File: src/rtl/pulse_seq_bank.sv
// Bank of programmable pulse sequencers driving the laser enables.
// Each channel: optional INIT delay, then HIGH/LOW phases, finite or endless.
module pulse_seq_bank #(
  parameter int N_CHANNELS  = 4,
  parameter int COUNT_WIDTH = 32,
  parameter int ADDR_WIDTH  = 6
) (
  input  logic                   clk,
  input  logic                   reset_n,
  input  logic                   reg_wr,
  input  logic [ADDR_WIDTH-1:0]  reg_addr,
  input  logic [COUNT_WIDTH-1:0] reg_wdata,
  output logic [COUNT_WIDTH-1:0] reg_rdata,
  input  logic [N_CHANNELS-1:0]  start,
  input  logic [N_CHANNELS-1:0]  stop,
  output logic [N_CHANNELS-1:0]  laser_en,
  output logic [N_CHANNELS-1:0]  running,
  output logic [N_CHANNELS-1:0]  done
);

  localparam int CW = COUNT_WIDTH;
  localparam logic [CW-1:0] ONE = CW'(1);

  typedef enum logic [1:0] {
    S_IDLE,
    S_INIT,
    S_HIGH,
    S_LOW
  } state_t;

  logic [CW-1:0] cfg [N_CHANNELS][4];
  logic [CW-1:0] rd;

  always_ff @(posedge clk or negedge reset_n) begin
    if (!reset_n) begin
      for (int c = 0; c < N_CHANNELS; c++)
        for (int f = 0; f < 4; f++)
          cfg[c][f] <= (f == 1 || f == 2) ? ONE : '0;
    end else if (reg_wr) begin
      for (int c = 0; c < N_CHANNELS; c++)
        for (int f = 0; f < 4; f++)
          if (reg_addr == ADDR_WIDTH'(4 * c + f))
            cfg[c][f] <= reg_wdata;
    end
  end

  // Unmapped addresses match no field and read as zero.
  always_comb begin
    rd = '0;
    for (int c = 0; c < N_CHANNELS; c++)
      for (int f = 0; f < 4; f++)
        if (reg_addr == ADDR_WIDTH'(4 * c + f))
          rd = cfg[c][f];
  end

  always_ff @(posedge clk or negedge reset_n) begin
    if (!reset_n) reg_rdata <= '0;
    else          reg_rdata <= rd;
  end

  for (genvar c = 0; c < N_CHANNELS; c++) begin : g_ch
    state_t        st, st_n;
    logic [CW-1:0] cnt, cnt_n;
    logic [CW-1:0] per, per_n;
    logic [CW-1:0] rep, rep_n;
    logic [CW-1:0] hi_len, lo_len;
    logic          done_n;
    logic          le_q, run_q, done_q;

    assign hi_len = (cfg[c][1] == '0) ? ONE : cfg[c][1];
    assign lo_len = (cfg[c][2] == '0) ? ONE : cfg[c][2];

    // cnt holds the cycles left in the current phase after this one.
    always_comb begin
      st_n   = st;
      cnt_n  = cnt;
      per_n  = per;
      rep_n  = rep;
      done_n = 1'b0;
      if (stop[c]) begin
        st_n = S_IDLE;
      end else if (start[c]) begin
        per_n = '0;
        rep_n = cfg[c][3];
        if (cfg[c][0] != '0) begin
          st_n  = S_INIT;
          cnt_n = cfg[c][0] - ONE;
        end else begin
          st_n  = S_HIGH;
          cnt_n = hi_len - ONE;
        end
      end else if (st != S_IDLE && cnt != '0) begin
        cnt_n = cnt - ONE;
      end else begin
        unique case (st)
          S_IDLE: ;
          S_INIT, S_LOW: begin
            if (st == S_LOW) per_n = per + ONE;
            if (st == S_LOW && rep != '0 && per_n == rep) begin
              st_n   = S_IDLE;
              done_n = 1'b1;
            end else begin
              st_n  = S_HIGH;
              cnt_n = hi_len - ONE;
            end
          end
          S_HIGH: begin
            st_n  = S_LOW;
            cnt_n = lo_len - ONE;
          end
          default: st_n = S_IDLE;
        endcase
      end
    end

    always_ff @(posedge clk or negedge reset_n) begin
      if (!reset_n) begin
        st     <= S_IDLE;
        cnt    <= '0;
        per    <= '0;
        rep    <= '0;
        le_q   <= 1'b0;
        run_q  <= 1'b0;
        done_q <= 1'b0;
      end else begin
        st     <= st_n;
        cnt    <= cnt_n;
        per    <= per_n;
        rep    <= rep_n;
        le_q   <= (st_n == S_HIGH);
        run_q  <= (st_n != S_IDLE);
        done_q <= done_n;
      end
    end

    assign laser_en[c] = le_q;
    assign running[c]  = run_q;
    assign done[c]     = done_q;
  end

endmodule
File: config.mk
export PLATFORM = sky130hd
export DESIGN_NAME = pulse_seq_bank
export DESIGN_NICKNAME = d
export VERILOG_FILES = /design/src/rtl/pulse_seq_bank.sv
export SDC_FILE = /design/constraint.sdc
export NUM_CORES = 2
export LEC_CHECK = 0
export ABC_CLOCK_PERIOD_IN_PS = 6600
export CAP_MARGIN = 20
export CORE_MARGIN = 5
export CORE_UTILIZATION = 31
export CTS_CLUSTER_SIZE = 40
export DETAILED_ROUTE_END_ITERATION = 10
export HOLD_SLACK_MARGIN = 0.06
export RECOVER_POWER = 25
export REMOVE_ABC_BUFFERS = 1
export SLEW_MARGIN = 20
export SYNTH_ARGS = -nofsm -noshare
export SYNTH_HDL_FRONTEND = slang
export SYNTH_SLANG_ARGS = --single-unit
File: constraint.sdc
create_clock -name clk -period 6.6 [get_ports clk]
set_input_delay 1.32 -clock clk [delete_from_list [all_inputs] [get_ports clk]]
set_output_delay 1.32 -clock clk [all_outputs]
set_load 0.005 [all_outputs]
Yosys cells after proc, flatten, opt, wreduce, memory -nomap -nowiden
Index checks and enable logic that the tools add are counted.

$add $sub $neg: 20. Multiplexer cells: 120. Equality and inequality tests: 43. Bitwise gates (word level): 4. Reductions and logical operators: 81.

Operators with widths (count): 32-bit two-way mux (72); 32-bit by 1-bit subtractor with 32-bit output (second input constant) (16); 32-bit nonzero test (12); 32-bit zero test (8); 32-bit case mux with 2 select lines (4); 32-bit by 1-bit adder with 32-bit output (second input constant) (4); 32-bit equality test (4); 6-bit by 4-bit equality test with 1-bit output (second input constant) (8); 2-bit two-way mux (20); 2-bit AND reduction (20); 2-bit equality test (second input constant) (12); 6-bit by 3-bit equality test with 1-bit output (second input constant) (4); 3-bit AND reduction (8); 2-bit nonzero test (12); 1-bit two-way mux (20); 4-bit != test (second input constant) (4); 2-bit case mux with 2 select lines (4); 4-bit nonzero test (4); 6-bit by 2-bit equality test with 1-bit output (second input constant) (2); 1-bit logical AND (12); 2-bit by 1-bit equality test with 1-bit output (second input constant) (4); 2-bit != test (second input constant) (4); 2-bit OR reduction (4); 6-bit by 1-bit equality test with 1-bit output (second input constant) (1); 2 further kinds (5).

Logic and storage cells: 313. Output and inout bits: 44. Flip-flop bits (word level): 948. Input port bits: 49.

Longest topological paths before layout
Depth after elaboration: 17. Gate-level depth with buffers: 17.

Worst setup path after synthesis
Ideal clock, no wire load.

Path kind: input port to flip-flop. Start point: input port reg_addr[5]. End point: register reg_rdata[12]. Setup slack: 2.755 ns. Arrival: 3.763 ns. Data required time: 6.518 ns. Cell stages on the path: 9. Cells stage by stage: clkbuf_1 > or4b_2 > clkbuf_1 > nor3_1 > clkbuf_1 > clkbuf_1 > a221oi_1 > a211o_1 > a31oi_1.

Cells in the longest elaborated chain, start to end: 17.

Ends and longest elaborated chain: from (decl) (line 11) `input logic [ADDR_WIDTH-1:0] reg_addr,`; 6-bit zero test (line 52) `if (reg_addr == ADDR_WIDTH'(4 * c + f))`; 32-bit two-way mux (15 in a row) (line 52); 32-bit two-way mux (*) (line 52); net rd[12] (line 32) `logic [CW-1:0] rd;`; to (signal assigned) (line 58) `else reg_rdata <= rd;`; to (decl) (line 13) `output logic [COUNT_WIDTH-1:0] reg_rdata,`.

The timed path passes the listed nets; every way through them passes the cells marked *. A chain may end at the register's enable or synchronous reset.

Worst setup path in the final report
Start point: register g_ch[0].per[6]. End point: register g_ch[0].cnt[31].

Cells in the longest elaborated chain, start to end: 10.

Ends and longest elaborated chain: from (decl) (line 64) `logic [CW-1:0] per, per_n;`; from (signal assigned) (line 128) `per <= per_n;`; 32-bit by 1-bit adder with 32-bit output (line 98) `if (st == S_LOW) per_n = per + ONE;`; 32-bit two-way mux (*) (line 98); 32-bit two-way mux (*) (line 95) `unique case (st)`; 32-bit two-way mux (*) (line 92) `end else if (st != S_IDLE && cnt != '0) begin`; 32-bit two-way mux (*) (line 82) `end else if (start[c]) begin`; 32-bit two-way mux (*) (line 80) `if (stop[c]) begin`; 32-bit equality test (*) (line 99) `if (st == S_LOW && rep != '0 && per_n == rep) begin`; 1-bit logical AND (*) (line 99); 4-bit != test (no line) (*); 3-bit AND reduction (no line) (*); to (signal assigned) (line 127) `cnt <= cnt_n;`; to (decl) (line 63) `logic [CW-1:0] cnt, cnt_n;`.

Mark *: on every way between the ends. The rest lies on a longest branch, timed or not. The select of a mux whose other input is x is not followed.

==> results_dict.tcl <==
set metrics [dict create \
    core_region_area_sq_um 190000 \
    cts.path.max_buffers 3 \
    dieArea_sq_um 200000 \
    period_share_pct 75.3 \
    cp.buffers_inverters 0 \
    grtUsageTotal_pct 22.8 \
    ir_drop_v 0.000238 \
    p_leak_nw 27.6 \
    wl_per_cell_um 26.8 \
    clock_sinks 948 \
    maxCapViolCount 8 \
    drt_iter0_markers 6114 \
    synthArstFlopShare_pct 100 \
    ctsResizeCount 0 \
    cp.required_ns 7.22 \
    drt-total-wl_um 237000 \
    r2r_slack_ns 1.63 \
    crit_path_end "g_ch[0].cnt[31]$_DFFE_PN0P_" \
    gp_congestion 0.988 \
    fmax_mhz 201 \
    synthCells 6351 \
    violations "capacitance limit, slew limit" \
    final_hold_viol_count 0 \
    ys.flop_type "dfrtp_1" \
    worstSkewPairLatency_ns 0.80 \
    antenna_found_initial 29 \
    vias 53147 \
    timing.rr.start "g_ch[0].per[6]$_DFFE_PN0P_" \
    reg2reg_depth 9 \
    fp.dieW_um 448 \
    globalRouteOverflowTotal 0 \
    cts_tree "done" \
    max-slew-margin-rel_pct -80.3 \
    hold_buffers 0 \
    vias_per_cell 6.00 \
    clkTransAtPathRegs_ns 0.07 \
    layout_min_cycle_time_ns 4.97 \
    grt_max_degree 169 \
    crit_path_cell_trace "nand4_1, nor3_1, nand2_1, xnor2_1, or4b_1, nor4_1, and4_1, or2_2, mux2_2" \
    synth-seq-area-share_pct 40.0 \
    outcome "complete, but fails checks" \
    hpwl_um 175000 \
    start_util_pct 31.2 \
    hp-class "flip-flop to flip-flop" \
    avgSynthCellArea_sq_um 9.34 \
    synth_area_sq_um 59300 \
    power_density_nw_per_um2 304 \
    ys.warnings.count 0 \
    startpoint_type "flip-flop" \
    grt_pass1_wl_um 345000 \
    crit_family "simple AND/OR/NAND/NOR gates" \
    dr.pass1.iters 7 \
    first_global_vias 50608 \
    synth-seq-cells 948 \
    fp.dieH_um 448 \
    drv_slew 410 \
    cts-root-buf "clkbuf_16" \
    post_cts.repair.setup_buffers 0 \
    htreeDepth 3 \
    fin_util_pct 34.8 \
    synth_cell_types 101 \
    port_buffers 92 \
    drive_above_1_share_pct 17.0 \
    cts_buffers 105 \
    final_common_cell "dfrtp_1" \
    path_depth 9 \
    cpPeakStageDelay_ns 0.89 \
    route.detailed.drc 0 \
    cp_slowest_cell "nor3_1" \
    r2r_end "g_ch[0].cnt[31]$_DFFE_PN0P_" \
    setup_viol 0 \
    finClkSkew_ns 0.0801 \
    ant_nets 0 \
    cp_max_fo 31 \
    cp-end-kind "flip-flop" \
    worst_pin_slew_ns 2.70 \
    fill_cells 19385 \
    finalNetCount 6312 \
    arrival_ns 5.59 \
    areaGrowthSynthToFinish_pct 11.5 \
    crit_type "flip-flop to flip-flop" \
    tns_ns 0 \
    layout_common_cells "dfrtp_1, mux2_2, nand2_1" \
    ios 93 \
    fp-row-count 160 \
    rsz0062_at_grt "false" \
    synth_edf_count 0 \
    crit_start "g_ch[0].per[6]$_DFFE_PN0P_" \
]
==> power breakdown <==
group,switching (mW),leakage [nW],internal [mW]
Sequential,1.84,12.3,6.79
Combinational,2.97,13.6,2.32
Clock,2.75,1.71,3.43
==> worst min path at each step <==
stage	from	endpoint	slack (ns)	cells after the start
5_1_grt	g_ch[0].cnt[12]$_DFFE_PN0P_	g_ch[0].cnt[12]$_DFFE_PN0P_	0.52	2
3_5_place_dp	g_ch[1].cnt[23]$_DFFE_PN0P_	g_ch[1].cnt[23]$_DFFE_PN0P_	0.47	2
6_report	g_ch[1].cnt[23]$_DFFE_PN0P_	g_ch[1].cnt[23]$_DFFE_PN0P_	0.49	2
2_1_floorplan	g_ch[1].cnt[23]$_DFFE_PN0P_	g_ch[1].cnt[23]$_DFFE_PN0P_	0.44	2
4_1_cts	g_ch[1].cnt[23]$_DFFE_PN0P_	g_ch[1].cnt[23]$_DFFE_PN0P_	0.49	2
3_3_place_gp	g_ch[1].cnt[23]$_DFFE_PN0P_	g_ch[1].cnt[23]$_DFFE_PN0P_	0.45	2
==> per-layer routing <==
metal	part of all wire [%]	vias up	routed length (um)	track usage (%)
li1	-	23377	-	-
met1	40	26716	95800	29.6
met2	47	2506	110000	37.2
met3	7.9	536	18600	4.11
met4	5.1	12	12100	10.3
met5	0.030	-	71	0
==> synth_stat cells (87+ instances only) <==
master,n,area share [%]
a21oi_1,280,2.4
a22oi_1,103,1.3
clkbuf_1,286,1.8
dfrtp_1,940,40
mux2_2,666,13
nand2_1,601,3.8
nand3_1,192,1.6
nand4_1,107,1.1
nor2_1,438,2.8
nor3_1,262,2.2
nor4_1,190,2.0
o21ai_0,328,2.8
or4_1,87,1.1
xnor2_1,269,4.0
xor2_1,250,3.7
==> metrics by stage <==
stage / power [mW] / instances / setup WS (ns) / area (sq um) / hold slack, ns
floorplan: 11.6 / 5921 / 1.05 / 57500 / 0.442
global placement: 13.8 / 8640 / 1.54 / 62600 / 0.454
detailed placement: 13.9 / 8641 / 1.51 / 62600 / 0.472
CTS: 20.1 / 8838 / 1.70 / 66200 / 0.486
global route: 21.0 / 8849 / 0.878 / 66200 / 0.516
finish: 20.1 / 8853 / 1.63 / 66200 / 0.488
==> worst register-to-register path, stage by stage (launching register included) <==
cell and delay (ns):
dfrtp_1 0.49, nand4_1 0.48, nor3_1 0.90, nand2_1 0.23, xnor2_1 0.20, or4b_1 0.49
nor4_1 0.34, and4_1 0.47, or2_2 0.81, mux2_2 0.43
==> kinds of logic (layout without fill, tap and decap cells) <==
family,Yosys count,in the layout,synth area share [%]
mux,718,718,13.7
simple gates,2281,2281,19.6
fa+ha+maj,25,25,0.523
other cells,0,13,0
compound gates,1350,1350,15.0
xor+xnor,519,519,7.66
flops,948,948,40.0
buf+inv,510,488,3.56
==> flip-flops by register name (all words and copies together), names as in the netlist <==
signal       flops
cfg            512
g_ch.cnt       128
g_ch.done_q      4
g_ch.le_q        4
g_ch.per       128
g_ch.rep       128
g_ch.run_q       4
g_ch.st          8
reg_rdata       32
==> layout make-up <==
cell class	count	area (sq um)	share of cell area, %
clock inverter	57	729	1.10
multi-input combinational	4893	33600	50.7
tap	2511	3140	4.75
timing repair buffer	211	1800	2.71
inverter	80	300	0.454
antenna	13	32.5	0.0492
sequential	948	23700	35.9
clock buffer	140	2870	4.34
No activity file was read; power rests on OpenSTA's default activity.
